**src/rtl/maxnet_update_unit.sv**
```systemverilog
// maxnet_update_unit: Maxnet iteration controller and ReLU write-back stage feeding the weighted-sum units.
// Optional iteration cap enabled by defining MAXNET_ITER_LIMIT_EN.
module maxnet_update_unit #(
  parameter int XLEN     = 32,
  parameter int PU_LAT   = 2,
  parameter int MAX_ITER = 64,
  parameter int ITW      = 8
) (
  input  logic            clk,
  input  logic            rst,
  input  logic            start,
  input  logic [XLEN-1:0] init0,
  input  logic [XLEN-1:0] init1,
  input  logic [XLEN-1:0] init2,
  input  logic [XLEN-1:0] init3,
  input  logic [XLEN-1:0] res0,
  input  logic [XLEN-1:0] res1,
  input  logic [XLEN-1:0] res2,
  input  logic [XLEN-1:0] res3,
  output logic [XLEN-1:0] num0,
  output logic [XLEN-1:0] num1,
  output logic [XLEN-1:0] num2,
  output logic [XLEN-1:0] num3,
  output logic            busy,
  output logic            done,
  output logic            winner_valid,
  output logic [1:0]      winner_idx,
  output logic [ITW-1:0]  iter_cnt,
  output logic            timeout
);
  localparam int WCW = $clog2(PU_LAT + 1);
`ifdef MAXNET_ITER_LIMIT_EN
  localparam bit LIMIT_EN = 1'b1;
`else
  localparam bit LIMIT_EN = 1'b0;
`endif
  typedef enum logic [2:0] {IDLE, CHECK, WAIT, UPDATE, DONE} state_t;
  state_t state, state_n;
  logic [XLEN-1:0] num_q [4];
  logic [XLEN-1:0] num_n [4];
  logic [ITW-1:0]  iter_n;
  logic [WCW-1:0]  wcnt_q, wcnt_n;
  logic            wv_n, to_n, cap;
  logic [1:0]      widx_n, idx;
  logic [3:0]      nz;
  logic [2:0]      cnt;
  function automatic logic [XLEN-1:0] relu(input logic [XLEN-1:0] v);
    return (v[XLEN-1] || ~|v[XLEN-2:0]) ? '0 : v;
  endfunction
  // -0 has only the sign bit set, so it counts as zero
  always_comb begin
    nz = '0;
    for (int i = 0; i < 4; i++) nz[i] = |num_q[i][XLEN-2:0];
  end
  assign cnt = 3'(nz[0]) + 3'(nz[1]) + 3'(nz[2]) + 3'(nz[3]);
  assign idx = nz[3] ? 2'd3 : nz[2] ? 2'd2 : nz[1] ? 2'd1 : 2'd0;
  assign cap = LIMIT_EN && (iter_cnt == ITW'(MAX_ITER));
  always_comb begin
    state_n = state;
    num_n   = num_q;
    iter_n  = iter_cnt;
    wcnt_n  = wcnt_q;
    wv_n    = winner_valid;
    widx_n  = winner_idx;
    to_n    = timeout;
    case (state)
      IDLE, DONE: if (start) begin
        num_n   = '{init0, init1, init2, init3};
        iter_n  = '0;
        wv_n    = 1'b0;
        widx_n  = 2'd0;
        to_n    = 1'b0;
        state_n = CHECK;
      end
      CHECK: begin
        // winner and all-zero outrank the iteration cap
        if (cnt == 3'd1) begin
          wv_n    = 1'b1;
          widx_n  = idx;
          state_n = DONE;
        end else if (cnt == 3'd0) begin
          wv_n    = 1'b0;
          state_n = DONE;
        end else if (cap) begin
          to_n    = 1'b1;
          wv_n    = 1'b0;
          widx_n  = 2'd0;
          state_n = DONE;
        end else begin
          wcnt_n  = '0;
          state_n = WAIT;
        end
      end
      WAIT: begin
        wcnt_n  = wcnt_q + 1'b1;
        state_n = (wcnt_q == WCW'(PU_LAT - 1)) ? UPDATE : WAIT;
      end
      UPDATE: begin
        num_n   = '{relu(res0), relu(res1), relu(res2), relu(res3)};
        iter_n  = &iter_cnt ? iter_cnt : iter_cnt + 1'b1;
        state_n = CHECK;
      end
      default: state_n = IDLE;
    endcase
  end
  always_ff @(posedge clk or posedge rst) begin
    if (rst) begin
      state        <= IDLE;
      num_q        <= '{default: '0};
      iter_cnt     <= '0;
      wcnt_q       <= '0;
      winner_valid <= 1'b0;
      winner_idx   <= 2'd0;
      timeout      <= 1'b0;
      busy         <= 1'b0;
      done         <= 1'b0;
    end else begin
      state        <= state_n;
      num_q        <= num_n;
      iter_cnt     <= iter_n;
      wcnt_q       <= wcnt_n;
      winner_valid <= wv_n;
      winner_idx   <= widx_n;
      timeout      <= to_n;
      busy         <= (state_n == CHECK) || (state_n == WAIT) || (state_n == UPDATE);
      done         <= (state_n == DONE);
    end
  end
  assign num0 = num_q[0];
  assign num1 = num_q[1];
  assign num2 = num_q[2];
  assign num3 = num_q[3];
endmodule

```
**config.mk**
```make
export PLATFORM = sky130hd
export DESIGN_NAME = maxnet_update_unit
export DESIGN_NICKNAME = d
export VERILOG_FILES = /design/src/rtl/maxnet_update_unit.sv
export SDC_FILE = /design/constraint.sdc
export NUM_CORES = 1
export LEC_CHECK = 0
export ABC_AREA = 1
export CAP_MARGIN = 20
export CORE_MARGIN = 2
export CORE_UTILIZATION = 37
export CTS_CLUSTER_DIAMETER = 80
export CTS_CLUSTER_SIZE = 40
export DETAILED_ROUTE_END_ITERATION = 12
export DONT_BUFFER_PORTS = 1
export PLACE_DENSITY = 0.47
export RECOVER_POWER = 50
export SETUP_SLACK_MARGIN = 0.05
export SLEW_MARGIN = 5
export SYNTH_ARGS = -nofsm -noshare
export SYNTH_HDL_FRONTEND = slang
export SYNTH_SLANG_ARGS = --single-unit
```
**constraint.sdc**
```tcl
create_clock -name clk -period 5.79 [get_ports clk]
set_clock_uncertainty 0.05 [all_clocks]
set_input_delay 0.8685 -clock clk [delete_from_list [all_inputs] [get_ports clk]]
set_output_delay 0.8685 -clock clk [all_outputs]
set_load 0.03 [all_outputs]
```
==> impl_metrics.py <==
metrics = {
    "run_status": {
        "status": "complete, no violations",
    },
    "pwr": {
        "p_per_area_mw_per_mm2": 619,
        "power.leakage_nw": 4.40,
        "vdd.ir_drop.worst_uv": 223,
        "p_total_mw": 5.92,
    },
    "critical_path": {
        "crit_family": "simple AND/OR/NAND/NOR gates",
        "startpoint": "num0[4]",
        "worstSetupPathDepth": 14,
        "cp-end-kind": "flop",
        "path_max_fanout": 4,
        "cp_common_cell": "nand2_1",
        "reg2reg_setup_slack_ps": 2480,
        "critical_path.cell_chain": "nor4_1, nand2_1, nor2_1, nand4_1, fa_1, ha_1, inv_1, ha_1, nor2_1, nand2_1, nor2_1, o21ai_0, nand2_1, nand2_1",
        "critPathBufInv": 1,
        "reg2reg_to": "winner_idx[0]",
        "crit_end": "winner_idx[0]",
        "critPathMaxStageDelay_ps": 580,
        "critPathLaunchType": "flop",
        "worstPathRequired_ps": 6040,
        "critical_path.slowest_cell": "fa_1",
        "worstPathArrival_ps": 3560,
        "criticalPathCategory": "flop to flop",
        "reg2reg_from": "num0[4]",
        "reg2regPathDepth": 14,
    },
    "routing": {
        "drt_wl_total_um": 30000,
        "dr.pass1.iters": 5,
        "via_count": 8474,
        "drc": 0,
        "vias_per_cell": 5.27,
        "drt-initial-drc-count": 647,
        "wire_per_inst_um": 18.6,
        "drtAntennaViolNets": 0,
    },
    "floorplan": {
        "rows": 57,
        "boundaryPins": 401,
        "core-area_mm2": 0.0241,
        "fp.dieH_um": 160,
        "die_w_um": 160,
        "die-area_mm2": 0.0255,
        "start_util_pct": 37.3,
    },
    "logic_synthesis": {
        "seq_area_frac_synth_pct": 40.7,
        "syn_area_mm2": 0.00898,
        "syn_area_per_cell_um2": 6.78,
        "yosys.area.top_type": "dfrtp_1",
        "synth.distinct_cells": 37,
        "ys_seq_elements": 146,
        "synth_nets": 1590,
        "synthCells": 1324,
        "yosysWarnings": 0,
        "synth_top_area_share_pct": 40.7,
        "netlist_top_cells_area": "dfrtp_1 41%, nor2_1 15%, nand3_1 7.5%",
    },
    "placed_design": {
        "place_ws_ps": 2490,
        "place_congestion": 0.827,
        "portBuffers": 0,
        "dp_hpwl_um": 21000,
    },
    "timing": {
        "hold_viol_final": 0,
        "setup_viol": 0,
        "min_period_ps": 3310,
        "rsz0062_at_grt": "no",
        "fin_ws_ps": 2480,
        "tns_ps": 0,
        "max_freq_mhz": 302,
        "max_slew_margin_pct": 28.1,
        "worst_slew_pin_slew_ps": 1080,
        "finalCritPeriodShare_pct": 57.2,
        "slew_viol_final": 0,
    },
    "global_route": {
        "grt_start_max_net_pins": 106,
        "grt_pass1_vias": 8386,
        "grt_pass1_wl_um": 46800,
        "grt_usage_pct": 22.9,
        "antenna_found_initial": 6,
        "gr-total-overflow": 0,
    },
    "clocking": {
        "cts_resized": 0,
        "path_clk_slew_ps": 70,
        "htree_levels": 4,
        "holdBufCountCts": 0,
        "root_buffer": "clkbuf_16",
        "clk-insertion-delay-late_ps": 430,
        "numClockSinks": 146,
        "numCtsBuffers": 17,
        "tritoncts": "done",
        "post_cts_buffers": 0,
        "ctsLongestPathBuffers": 2,
    },
    "layout": {
        "drive_gt1_share_pct": 4.14,
        "fill_cells": 2709,
        "final_nets": 1537,
        "utilization_pct": 39.7,
        "area_growth_pct": 6.55,
    },
    "flow_run": {
        "maxCapViolCount": 0,
    },
    "hold_path": {
        "hp-class": "input pin to async pin",
    },
}
-- per-layer routing --
metal,up-vias,routed length [µm],part of all wire [%],track usage (%)
li1,4100,-,-,-
met1,3994,12600,42,28.7
met2,320,14100,47,36.6
met3,56,2430,8.1,8.26
met4,4,749,2.5,8.15
met5,-,23,0.077,0
-- power breakdown --
group          internal (mW)  switching, mW
combinational          0.616           1.18
clock                  0.665          0.454
sequential              1.51           1.50
-- state kept, by name, indices dropped and copies added (netlist names) --
register      cells
busy              1
done              1
iter_cnt          8
num0             32
num1             32
num2             32
num3             32
state             3
wcnt_q            2
winner_idx        2
winner_valid      1
-- cells by family after synthesis --
logic type / synth area share, %
other cells: 0.0418
compound gates: 15.0
xor+xnor: 0.0975
mux: 0.237
flops: 40.7
fa+ha+maj: 1.06
simple gates: 30.4
buf+inv: 12.4
-- layout by cell type, fill, tap and decap left out, types with 7 or more instances in the layout --
master / Yosys / final
buf_4: 14 / 7
clkbuf_16: 0 / 17
inv_1: 160 / 159
nand3_1: 135 / 135
dfrtp_1: 146 / 146
nand2_1: 148 / 148
o21ai_1: 9 / 9
nor4_1: 7 / 7
o21ai_0: 122 / 122
nor2_1: 349 / 349
a21oi_1: 125 / 125
-- per-stage QoR --
stage               hold slack, ps  instances  cell area (µm²)
global route                   457       1609             9570
floorplan                      407       1324             8980
global placement               418       1574             8940
CTS                            439       1603             9520
finish                         436       1609             9570
detailed placement             430       1574             8940
-- worst min-delay path by stage --
stage / from / to / slack, ps
3_5_place_dp: wcnt_q[0] / wcnt_q[0] / 430
2_1_floorplan: wcnt_q[0] / wcnt_q[0] / 410
4_1_cts: wcnt_q[0] / wcnt_q[0] / 440
6_report: rst / num1[13] / 440
5_1_grt: wcnt_q[0] / wcnt_q[0] / 460
3_3_place_gp: wcnt_q[0] / wcnt_q[0] / 420
-- synth_stat cells, drive strengths merged --
library cell / number
o22ai: 1
a21oi: 125
mux2i: 1
o2bb2ai: 1
nor3: 3
o31ai: 1
nor2: 350
nand3: 137
nand3b: 1
dfrtp: 146
fa: 1
xor2: 1
mux2: 1
nor4: 7
buf: 40
or2: 2
inv: 163
conb: 1
nand2: 150
nor3b: 1
and2: 3
ha: 6
nand4: 5
o21ai: 135
clkbuf: 41
a31oi: 1
-- layout make-up --
cell class / count / area [µm²] / area share, %
antenna: 4 / 10.0 / 0.105
multi-input combinational: 934 / 4210 / 44.0
tap: 324 / 405 / 4.24
timing repair buffer: 9 / 95.1 / 0.994
clock inverter: 8 / 104 / 1.09
inverter: 163 / 617 / 6.45
clock buffer: 21 / 470 / 4.92
sequential: 146 / 3650 / 38.2
-- worst reg2reg max path: stages (launching register included) --
cell	delay (ps)
dfrtp_1	500
nor4_1	420
nand2_1	150
nor2_1	160
nand4_1	150
fa_1	580
ha_1	170
inv_1	60
ha_1	280
nor2_1	130
nand2_1	70
nor2_1	190
o21ai_0	140
nand2_1	80
nand2_1	60
No activity file was read; power rests on OpenSTA's default activity.
